==> src/rtl/vga_sync_detector.sv <==
// Recovers VGA timing from external hsync/vsync: measures line/frame periods, locks, regenerates x/y/enable.
// Pixel outputs trail the sync pins by 4 clocks; free-running stream, no backpressure.
module vga_sync_detector #(
    parameter int HD          = 640,
    parameter int HB          = 48,
    parameter int VD          = 480,
    parameter int VB          = 31,
    parameter bit HSYNC_POL   = 1'b1,
    parameter bit VSYNC_POL   = 1'b1,
    parameter int LOCK_FRAMES = 2,
    parameter int CW          = 11
) (
    input  logic          clock,
    input  logic          reset,
    input  logic          hsync_in,
    input  logic          vsync_in,
    output logic [9:0]    pixel_x,
    output logic [9:0]    pixel_y,
    output logic          video_enable,
    output logic          locked,
    output logic [CW-1:0] h_total,
    output logic [CW-1:0] v_total,
    output logic          sync_error
);
    localparam logic [CW-1:0] CNT_MAX = '1;
    localparam logic [CW-1:0] H_START = CW'(HB);
    localparam logic [CW-1:0] H_END   = CW'(HB + HD);
    localparam logic [CW-1:0] V_START = CW'(VB);
    localparam logic [CW-1:0] V_END   = CW'(VB + VD);
    localparam logic [3:0]    LOCK_N  = 4'(LOCK_FRAMES);

    typedef enum logic [1:0] {SEARCH, VERIFY, LOCKED} state_t;
    state_t state;

    logic [1:0]    hs_meta, vs_meta;
    logic          hs_prev, vs_prev;
    logic          hs_now, vs_now;
    logic          h_lead, h_trail, v_lead, v_trail;
    logic [CW-1:0] hcnt, hph, lcnt, vln, hp_last;
    logic [3:0]    match;
    logic          hsat, h_bad, v_bad, h_win, v_win;

    assign hs_now  = (hs_meta[1] == HSYNC_POL);
    assign vs_now  = (vs_meta[1] == VSYNC_POL);
    assign h_lead  = hs_now & ~hs_prev;
    assign h_trail = ~hs_now & hs_prev;
    assign v_lead  = vs_now & ~vs_prev;
    assign v_trail = ~vs_now & vs_prev;

    always_ff @(posedge clock or negedge reset) begin
        if (!reset) begin
            hs_meta <= {2{~HSYNC_POL}};
            vs_meta <= {2{~VSYNC_POL}};
            hs_prev <= 1'b0;
            vs_prev <= 1'b0;
        end else begin
            hs_meta <= {hs_meta[0], hsync_in};
            vs_meta <= {vs_meta[0], vsync_in};
            hs_prev <= hs_now;
            vs_prev <= vs_now;
        end
    end

    // hcnt/lcnt measure periods between leading edges; hph/vln position from trailing edges.
    always_ff @(posedge clock or negedge reset) begin
        if (!reset) begin
            hcnt    <= '0;
            hph     <= '0;
            lcnt    <= '0;
            vln     <= '0;
            hp_last <= '0;
        end else begin
            if (h_lead)
                hcnt <= CW'(1);
            else if (hcnt != CNT_MAX)
                hcnt <= hcnt + CW'(1);

            if (h_lead)
                hp_last <= hcnt;

            if (h_trail)
                hph <= '0;
            else if (hph != CNT_MAX)
                hph <= hph + CW'(1);

            if (v_lead)
                lcnt <= h_lead ? CW'(1) : '0;
            else if (h_lead && lcnt != CNT_MAX)
                lcnt <= lcnt + CW'(1);

            if (v_trail)
                vln <= '0;
            else if (h_trail && vln != CNT_MAX)
                vln <= vln + CW'(1);
        end
    end

    assign hsat  = (hcnt == CNT_MAX);
    assign h_bad = h_lead && (hcnt != h_total);
    assign v_bad = v_lead && (lcnt != v_total);

    always_ff @(posedge clock or negedge reset) begin
        if (!reset) begin
            state      <= SEARCH;
            match      <= '0;
            locked     <= 1'b0;
            sync_error <= 1'b0;
            h_total    <= '0;
            v_total    <= '0;
        end else begin
            sync_error <= 1'b0;
            if (hsat) begin
                // No hsync for a whole counter span: restart acquisition from scratch.
                sync_error <= (state == LOCKED);
                state      <= SEARCH;
                locked     <= 1'b0;
                match      <= '0;
            end else begin
                case (state)
                    SEARCH: begin
                        if (v_lead) begin
                            h_total <= h_lead ? hcnt : hp_last;
                            v_total <= lcnt;
                            match   <= '0;
                            state   <= VERIFY;
                        end
                    end
                    VERIFY: begin
                        if (h_bad)
                            h_total <= hcnt;
                        if (v_bad)
                            v_total <= lcnt;
                        if (h_bad || v_bad) begin
                            match <= '0;
                        end else if (v_lead) begin
                            match <= match + 4'd1;
                            if (match + 4'd1 >= LOCK_N) begin
                                state  <= LOCKED;
                                locked <= 1'b1;
                            end
                        end
                    end
                    LOCKED: begin
                        if (h_bad || v_bad) begin
                            sync_error <= 1'b1;
                            locked     <= 1'b0;
                            state      <= SEARCH;
                        end
                    end
                    default: begin
                        state  <= SEARCH;
                        locked <= 1'b0;
                    end
                endcase
            end
        end
    end

    assign h_win = (hph >= H_START) && (hph < H_END);
    assign v_win = (vln >= V_START) && (vln < V_END);

    always_ff @(posedge clock or negedge reset) begin
        if (!reset) begin
            pixel_x      <= '0;
            pixel_y      <= '0;
            video_enable <= 1'b0;
        end else if (locked) begin
            pixel_x      <= 10'(hph - H_START);
            pixel_y      <= 10'(vln - V_START);
            video_enable <= h_win && v_win;
        end else begin
            pixel_x      <= '0;
            pixel_y      <= '0;
            video_enable <= 1'b0;
        end
    end
endmodule
==> config.mk <==
export PLATFORM = sky130hd
export DESIGN_NAME = vga_sync_detector
export DESIGN_NICKNAME = d
export VERILOG_FILES = /design/src/rtl/vga_sync_detector.sv
export SDC_FILE = /design/constraint.sdc
export NUM_CORES = 1
export LEC_CHECK = 0
export CAP_MARGIN = 20
export CORE_MARGIN = 8
export CORE_UTILIZATION = 58
export CTS_CLUSTER_DIAMETER = 100
export CTS_CLUSTER_SIZE = 25
export DETAILED_ROUTE_END_ITERATION = 8
export MAX_ROUTING_LAYER = met4
export PLACE_DENSITY = 0.85
export SYNTH_ARGS = -nofsm -noshare
export SYNTH_HDL_FRONTEND = slang
export SYNTH_SLANG_ARGS = --single-unit
==> constraint.sdc <==
create_clock -name clock -period 2.2 [get_ports clock]
set_input_delay 0.44 -clock clock [delete_from_list [all_inputs] [get_ports clock]]
set_output_delay 0.44 -clock clock [all_outputs]
set_load 0.05 [all_outputs]
==> flow_summary.yaml, run 1 <==
yosys:
  synth_seq_area_share_pct: 51.1
  synth_warnings: 0
  synth_cells: 528
  ys.flop_type: "dfrtp_1"
  ys_ff_latch: 112
  synth_edf_count: 0
  syn-num-nets: 540
  syn_avg_cell_area_um2: 10.4
  syn_area_um2: 5490
  ys_types: 53
  async_reset_ff_share_pct: 100
setup_path:
  cp-startpoint: "h_total[1]$_DFFE_PN0P_"
  cp_top_family: "buffers and inverters"
  crit_required_ns: 1.76
  worstPathMaxFanout: 3
  regToRegSetupSlack_ns: 0.15
  reg2regPathDepth: 6
  critPathMaxStageDelay_ns: 0.83
  setup.worst_path.start_class: "flip-flop"
  timing.rr.start: "vln[0]$_DFFE_PN0P_"
  crit_slowest_cell: "clkdlybuf4s50_1"
  crit_end: "h_total[1]"
  timing.critical_path.buf_inv: 1
  critPathKind: "reg2out"
  crit_arrival_ns: 1.63
  crit_chain: "clkdlybuf4s50_1"
  cp.depth: 1
  end_kind: "primary output"
  timing.rr.end: "vln[9]$_DFFE_PN0P_"
clock_tree:
  cts_hold_buffers: 0
  clock_path_buffers: 2
  clock_tree.root_cell: "clkbuf_8"
  clk_latency_ns: 0.37
  post_cts_buffers: 0
  cts_tree: "yes"
  cts_buffers: 9
  cts_resized: 0
  clk_pin_slew_ns: 0.10
  h-tree-depth: 3
  cts_sinks: 112
sta:
  slew_headroom_pct: 44.6
  worst_pin_slew_ns: 0.829
  hold_viol_final: 1
  finalMaxSlewViolations: 0
  grt_setup_unrepaired: "false"
  fin_crit_sh_pct: 93.9
  fmax_mhz: 484
  setup_slack_ns: 0.134
  finalCriticalPeriod_ns: 2.07
  tns_ns: 0
  whs_ns: -0.000596
  setup_viol: 0
  skew_ns: 0.0108
route:
  drc: 0
  drt-total-wl_mm: 11.4
  first_pass_iters: 4
  wl_per_cell_um: 16.6
  drtIter0Drc: 237
  vias: 4036
  avgViaCountPerCell: 5.86
  drtAntennaViolNets: 0
placement:
  pre_cts_slack_ns: 0.192
  dp.final_hpwl_mm: 8.12
  gp_congestion: 0.861
  port_buffers: 48
floorplan:
  initial_core_util_pct: 59.6
  die_w_um: 113
  fp-row-count: 35
  dieArea_um2: 12800
  ios: 49
  die_h_um: 113
  core_area_um2: 9200
global_routing:
  grt_pass1_vias: 3970
  track_usage_pct: 19.0
  antenna_found_initial: 0
  gr-total-overflow: 0
  grt_first_pass_wirelength_mm: 19.5
  grt_max_degree: 46
layout:
  fin_nets: 585
  regArea_um2: 2800
  antenna_cells: 0
  final_common_cell: "dfrtp_1"
  syn2layout_area_growth_pct: 15.6
  multi_input_area_um2: 2480
  nFillCells: 665
  final_cell_mix: "112 x dfrtp_1, 57 x nand2_1, 56 x nor2_1"
  drive_gt1_share_pct: 10.0
run:
  max_cap_violations: 0
power:
  power_mw: 6.22
  p_per_area_nw_per_um2: 980
  peakVddDrop_uv: 522
  leakagePower_nw: 2.81
outcome:
  run_status: "finished, violations left"
  violations: "negative hold slack"
hold_path:
  worstHoldPathType: "in2async"
-- cell usage after synthesis, drive strengths merged, types with 2 or more instances --
library cell,n,area share (%)
o311ai,2,0.32
nor4,3,0.46
xor2,20,3.2
dfrtp,112,51
a21oi,14,1.3
a21o,2,0.27
and3,9,1.0
a41oi,3,0.62
inv,7,0.48
o21ai,8,0.73
nand4,13,1.7
buf,19,2.1
nor4b,2,0.32
nor2b,6,0.68
mux2,12,3.1
a31oi,5,0.57
mux2i,12,2.2
a211oi,2,0.27
nor2,56,3.8
nand3,18,1.6
nor3,18,1.8
and2,6,0.68
nand2b,5,0.57
o31ai,15,2.3
o2bb2ai,2,0.32
clkbuf,15,1.0
o211ai,12,1.6
xnor2,41,6.5
or3,6,0.68
and4,5,0.80
a311oi,3,0.48
ha,8,1.8
o31a,2,0.32
nand2,57,3.9
-- per-stage QoR --
stage | std cells | hold WS [ns] | util, % | instance area, µm²
CTS | 689 | 0.00114 | 69.0 | 6340
global placement | 673 | 0.345 | 66.6 | 6120
global route | 689 | 0.0271 | 69.0 | 6340
floorplan | 528 | 0.144 | - | 5490
detailed placement | 673 | 0.342 | 66.6 | 6120
finish | 689 | -0.000596 | 69.0 | 6340
-- how the worst min path moves through the flow --
stage / end / slack, ns / depth (start not counted)
after global placement: hs_meta[1]$_DFF_PN0_ / 0.35 / 0
final: pixel_y[0]$_DFF_PN0_ / -0.0006 / 1
after detailed placement: vs_meta[1]$_DFF_PN0_ / 0.34 / 0
after global routing: pixel_x[1]$_DFF_PN0_ / 0.03 / 1
after CTS: pixel_x[1]$_DFF_PN0_ / 0.001 / 1
after floorplan: h_total[0]$_DFFE_PN0P_ / 0.14 / 0
-- final cells by class --
cell class / instances / share of cell area [%]
sequential: 112 / 44.2
timing repair buffer: 68 / 10.5
clock inverter: 6 / 1.46
clock buffer: 10 / 2.01
multi-input combinational: 374 / 39.2
inverter: 8 / 0.474
tap: 111 / 2.19
-- report_power, final --
| group | leakage [nW] | switching (mW) | internal [mW] |
|---|---|---|---|
| logic | 1.21 | 1.44 | 0.815 |
| registers | 1.50 | 0.259 | 2.36 |
| clock network | 0.108 | 0.689 | 0.650 |
-- layer usage --
layer | global-route usage (%) | up-vias | part of all wire, %
met5 | - | - | 0
met4 | 5.60 | 0 | 1.5
met3 | 2.82 | 15 | 4.8
met2 | 30.9 | 116 | 50
met1 | 24.3 | 1983 | 44
li1 | - | 1922 | -
-- logic make-up after synthesis --
| family | count (synthesis) | share of synthesized area [%] |
|---|---|---|
| AO/OA/AOI/OAI | 76 | 10.1 |
| XOR/XNOR | 61 | 9.74 |
| adder cells (fa/ha/maj) | 8 | 1.82 |
| buffers and inverters | 42 | 3.67 |
| flip-flops | 112 | 51.1 |
| multiplexers | 24 | 5.34 |
| AND/OR/NAND/NOR | 205 | 18.3 |
-- flip-flops by register name, indices dropped and copies added (netlist names), 4 cells and up --
name	flops
hph	11
pixel_x	10
hcnt	11
hp_last	11
vln	11
pixel_y	10
v_total	11
match	4
lcnt	11
h_total	11
(Power assumes the default switching activity.)
==> run 2: changes to the inputs <==
CORE_UTILIZATION = 45   (was 58)
PLACE_DENSITY = 0.7   (was 0.85)
==> flow_summary.yaml, run 2 (synthesized netlist as in run 1, its figures left out) <==
power:
  p_sw_mw: 2.42
  p_per_area_nw_per_um2: 1020
  power_mw: 6.61
  swShare_pct: 36.6
  leakagePower_nw: 2.89
  seqPwrFrac_pct: 39.7
  p_int_mw: 4.19
  p_comb_share_pct: 34.5
  peakVddDrop_uv: 459
  p_clk_share_pct: 25.9
floorplan:
  initial_core_util_pct: 45.9
  core_area_um2: 12000
  dieArea_um2: 16000
  die_w_um: 126
  fp-row-count: 40
  die_h_um: 126
  ios: 49
setup_path:
  crit_slowest_cell: "dfrtp_1"
  cp.depth: 7
  critPathMaxStageDelay_ns: 0.45
  timing.rr.end: "v_total[0]$_DFFE_PN0P_"
  critPathKind: "reg2reg"
  end_kind: "flip-flop"
  crit_chain: "ha_1 -> nand4_1 -> o31a_1 -> inv_2 -> nor3_2 -> buf_4 -> mux2_2"
  timing.rr.start: "hcnt[1]$_DFFE_PN0P_"
  cp-startpoint: "hcnt[1]$_DFFE_PN0P_"
  reg2regPathDepth: 7
  crit_end: "v_total[0]$_DFFE_PN0P_"
  crit_required_ns: 2.43
  setup.worst_path.start_class: "flip-flop"
  timing.critical_path.buf_inv: 2
  regToRegSetupSlack_ns: 0.09
  crit_arrival_ns: 2.33
  worstPathMaxFanout: 11
  cp_top_family: "flip-flops"
run:
  max_cap_violations: 0
clock_tree:
  clock_path_buffers: 2
  h-tree-depth: 3
  cts_buffers: 9
  clock_tree.root_cell: "clkbuf_16"
  cts_hold_buffers: 0
  cts_tree: "yes"
  clk_pin_slew_ns: 0.07
  clk_latency_ns: 0.35
  cts_sinks: 112
  cts_resized: 0
  post_cts_buffers: 0
layout:
  regArea_um2: 2800
  antenna_cells: 0
  nFillCells: 1060
  final_common_cell: "dfrtp_1"
  final_cell_mix: "112 x dfrtp_1, 57 x nand2_1, 56 x nor2_1"
  syn2layout_area_growth_pct: 18.7
  multi_input_area_um2: 2490
  fin_nets: 591
  drive_gt1_share_pct: 11.1
sta:
  fmax_mhz: 475
  slew_headroom_pct: 48.4
  grt_setup_unrepaired: "false"
  finalCriticalPeriod_ns: 2.11
  worst_pin_slew_ns: 0.773
  fin_crit_sh_pct: 95.8
  setup_viol: 0
  skew_ns: 0.00701
  finalMaxSlewViolations: 0
  hold_viol_final: 0
  tns_ns: 0
outcome:
  run_status: "complete, no violations"
placement:
  dp.final_hpwl_mm: 8.15
  gp_congestion: 0.853
  port_buffers: 48
route:
  avgViaCountPerCell: 5.53
  drt-total-wl_mm: 11.5
  drtAntennaViolNets: 0
  drc: 0
  vias: 4046
  first_pass_iters: 4
  wl_per_cell_um: 15.8
  drtIter0Drc: 423
hold_path:
  worstHoldPathType: "in2async"
global_routing:
  antenna_found_initial: 0
  grt_pass1_vias: 4027
  grt_max_degree: 38
  gr-total-overflow: 0
  grt_first_pass_wirelength_mm: 19.7
  track_usage_pct: 15.6
==> run 2: cell types whose count changed in the layout (fill, tap and decap cells not counted), moves of 2 or more <==
| cell | previous run | this run |
|---|---|---|
| buf_4 | 18 | 26 |
| buf_12 | 3 | 1 |
| clkbuf_16 | 0 | 9 |
| clkbuf_8 | 9 | 4 |
==> run 2: worst min path at each step <==
stage                                     from                     end  slack [ns]  cells after the start
after global routing                     reset     hcnt[8]$_DFFE_PN0P_        0.06                      1
after CTS                                reset  h_total[0]$_DFFE_PN0P_        0.04                      1
final                                    reset    pixel_y[0]$_DFF_PN0_        0.04                      1
after detailed placement  hs_meta[0]$_DFF_PN0_    hs_meta[1]$_DFF_PN0_        0.35                      0
after floorplan                          reset  h_total[0]$_DFFE_PN0P_        0.14                      0
after global placement    hs_meta[0]$_DFF_PN0_    hs_meta[1]$_DFF_PN0_        0.34                      0
==> run 2: area by class of cell <==
cell class / count / share of cell area, %
inverters: 8 / 0.461
well taps: 147 / 2.83
clock inverters: 2 / 0.538
multi-input cells: 374 / 38.2
flip-flops and latches: 112 / 43.1
repair buffers: 74 / 10.5
clock buffers: 14 / 4.36
==> run 2: through the flow <==
stage / cell area (µm²) / utilization, % / std cells / setup WS [ns] / hold WS [ns]
floorplan: 5490 / - / 528 / 0.261 / 0.144
global placement: 6190 / 51.7 / 715 / 0.288 / 0.344
detailed placement: 6190 / 51.7 / 715 / 0.114 / 0.352
CTS: 6500 / 54.4 / 731 / 0.111 / 0.0408
global route: 6510 / 54.4 / 731 / 0.0257 / 0.0555
finish: 6510 / 54.4 / 731 / 0.0927 / 0.0384
==> run 2: power groups by stage <==
| stage | Sequential (mW) | Combinational [mW] | Clock (mW) |
|---|---|---|---|
| floorplan | 3.22 | 0.930 | 0 |
| global placement | 2.65 | 2.25 | 0 |
| detailed placement | 2.66 | 2.28 | 0 |
| CTS | 2.62 | 2.29 | 1.75 |
| global route | 2.66 | 2.45 | 1.83 |
| finish | 2.62 | 2.28 | 1.71 |
==> run 2: routing by layer <==
layer  global-route usage (%)  wire length (µm)  share of wire [%]
met2                     24.6              5550                 48
met1                     19.0              5110                 44
met3                     4.69               713                6.2
met5                        -                 0                  0
met4                     4.32               172                1.5
==> run 3: changes to the inputs <==
GPL_TIMING_DRIVEN = 0   (was unset)
MAX_ROUTING_LAYER = unset   (was met4)
==> flow_summary.yaml, run 3 (synthesized netlist as in run 1, its figures left out) <==
global_routing:
  use_met3_pct: 4.99
  gr-total-overflow: 0
  use_met2_pct: 25.1
  track_usage_pct: 15.5
  grt_pass1_vias: 4144
  use_met1_pct: 19.4
  grt_max_degree: 61
  antenna_found_initial: 0
  grt_first_pass_wirelength_mm: 20.5
  grt-busiest-layer: "met2"
setup_path:
  crit_chain: "ha_2 -> nand4_1 -> o31a_1 -> inv_2 -> nor3_4 -> buf_6 -> mux2_4"
  setup.worst_path.start_class: "flip-flop"
  end_kind: "flip-flop"
  cp_top_family: "flip-flops"
  worstPathMaxFanout: 7
  crit_arrival_ns: 2.35
  critPathKind: "reg2reg"
  critPathMaxStageDelay_ns: 0.47
  crit_required_ns: 2.44
  timing.critical_path.buf_inv: 2
  crit_slowest_cell: "dfrtp_2"
clock_tree:
  clock_path_buffers: 2
  cts_tree: "yes"
  cts_buffers: 9
  h-tree-depth: 3
  clk_latency_ns: 0.36
  clock_tree.root_cell: "clkbuf_16"
  cts_hold_buffers: 0
  cts_sinks: 112
  clk_pin_slew_ns: 0.07
floorplan:
  initial_core_util_pct: 45.9
  ios: 49
  fp-row-count: 40
  core_area_um2: 12000
  die_w_um: 126
  dieArea_um2: 16000
  die_h_um: 126
placement:
  pre_cts_slack_ns: 0.0155
  dp.final_hpwl_mm: 8.11
  gp_congestion: 0.866
  place_area_um2: 6170
  port_buffers: 48
hold_path:
  worstHoldPathType: "in2async"
sta:
  fin_crit_sh_pct: 96.1
  finalCriticalPeriod_ns: 2.11
  setup_viol: 0
  skew_ns: 0.00813
  grt_setup_unrepaired: "false"
  setup_slack_ns: 0.0858
  hold_viol_final: 0
  finalMaxSlewViolations: 0
  worst_pin_slew_ns: 0.781
  fmax_mhz: 473
  slew_headroom_pct: 47.9
route:
  wl_per_cell_um: 15.9
  drtAntennaViolNets: 0
  avgViaCountPerCell: 5.45
  first_pass_iters: 4
  drtIter0Drc: 313
  drc: 0
  vias: 4057
  drt-total-wl_mm: 11.8
outcome:
  run_status: "complete, no violations"
layout:
  antenna_cells: 0
  syn2layout_area_growth_pct: 19.9
  final_common_cell: "dfrtp_1"
  fin_nets: 604
  drive_gt1_share_pct: 11.2
  fin_area_um2: 6580
  final_cell_mix: "110 x dfrtp_1, 57 x nand2_1, 56 x nor2_1"
run:
  max_cap_violations: 0
power:
  leakagePower_nw: 2.91
  p_per_area_nw_per_um2: 1010
  peakVddDrop_uv: 1000
-- run 3: cell count changes in the layout (fill, tap and decap cells not counted), moves of 3 or more --
cell | before | now
clkbuf_2 | 0 | 3
buf_4 | 26 | 5
clkbuf_1 | 1 | 13
buf_2 | 0 | 13
clkbuf_8 | 4 | 1
buf_6 | 0 | 4
-- run 3: worst paths after layout --
check | cells past startpoint | endpoint | slack, ns | from
worst max-delay path | 7 | v_total[1]$_DFFE_PN0P_ | 0.09 | hcnt[0]$_DFFE_PN0P_
worst min-delay path | 1 | hp_last[5]$_DFF_PN0_ | 0.17 | reset
worst max register to register | 7 | v_total[1]$_DFFE_PN0P_ | 0.09 | hcnt[0]$_DFFE_PN0P_
worst min register to register | 0 | vs_meta[1]$_DFF_PN0_ | 0.36 | vs_meta[0]$_DFF_PN0_
max in group asynchronous | 2 | hcnt[1]$_DFFE_PN0P_ | 1.30 | reset
min in group clock | 0 | vs_meta[1]$_DFF_PN0_ | 0.36 | vs_meta[0]$_DFF_PN0_
-- run 3: stage by stage --
| step | utilization [%] | total power [mW] | instances | hold slack (ns) | TNS, ns |
|---|---|---|---|---|---|
| CTS | 54.4 | 6.70 | 740 | 0.184 | 0 |
| detailed placement | 51.6 | 4.88 | 724 | 0.341 | 0 |
| global placement | 51.4 | 4.83 | 723 | 0.344 | -398.48 |
| finish | 55.0 | 6.66 | 744 | 0.168 | 0 |
| global route | 55.0 | 7.02 | 744 | 0.231 | 0 |
| floorplan | - | 4.15 | 528 | 0.144 | 0 |
-- run 3: cell type report --
class                   count  area [µm²]
fillers                  1047        5390
flip-flops and latches    112        2810
multi-input cells         374        2510
repair buffers             53         539
clock buffers              10         239
well taps                 147         184
plain buffers              34         174
clock inverters             6        90.1
inverters                   8        30.0
-- run 3: power breakdown --
part	switching [mW]	internal, mW
Combinational	1.48	0.795
Sequential	0.231	2.36
Clock	0.758	1.04
-- run 3: per-layer routing --
layer	share of wire [%]	vias up
met2	49	104
met4	1.7	0
met3	5.9	18
li1	-	1966
met1	44	1969
met5	0	-
-- run 3: what timing repair did --
item | in CTS | in global routing
hold endpoints to repair | 0 | 0
gates resized for setup | 0 | 13
endpoints found under the setup margin | 0 | 35
buffers inserted | 0 | 3
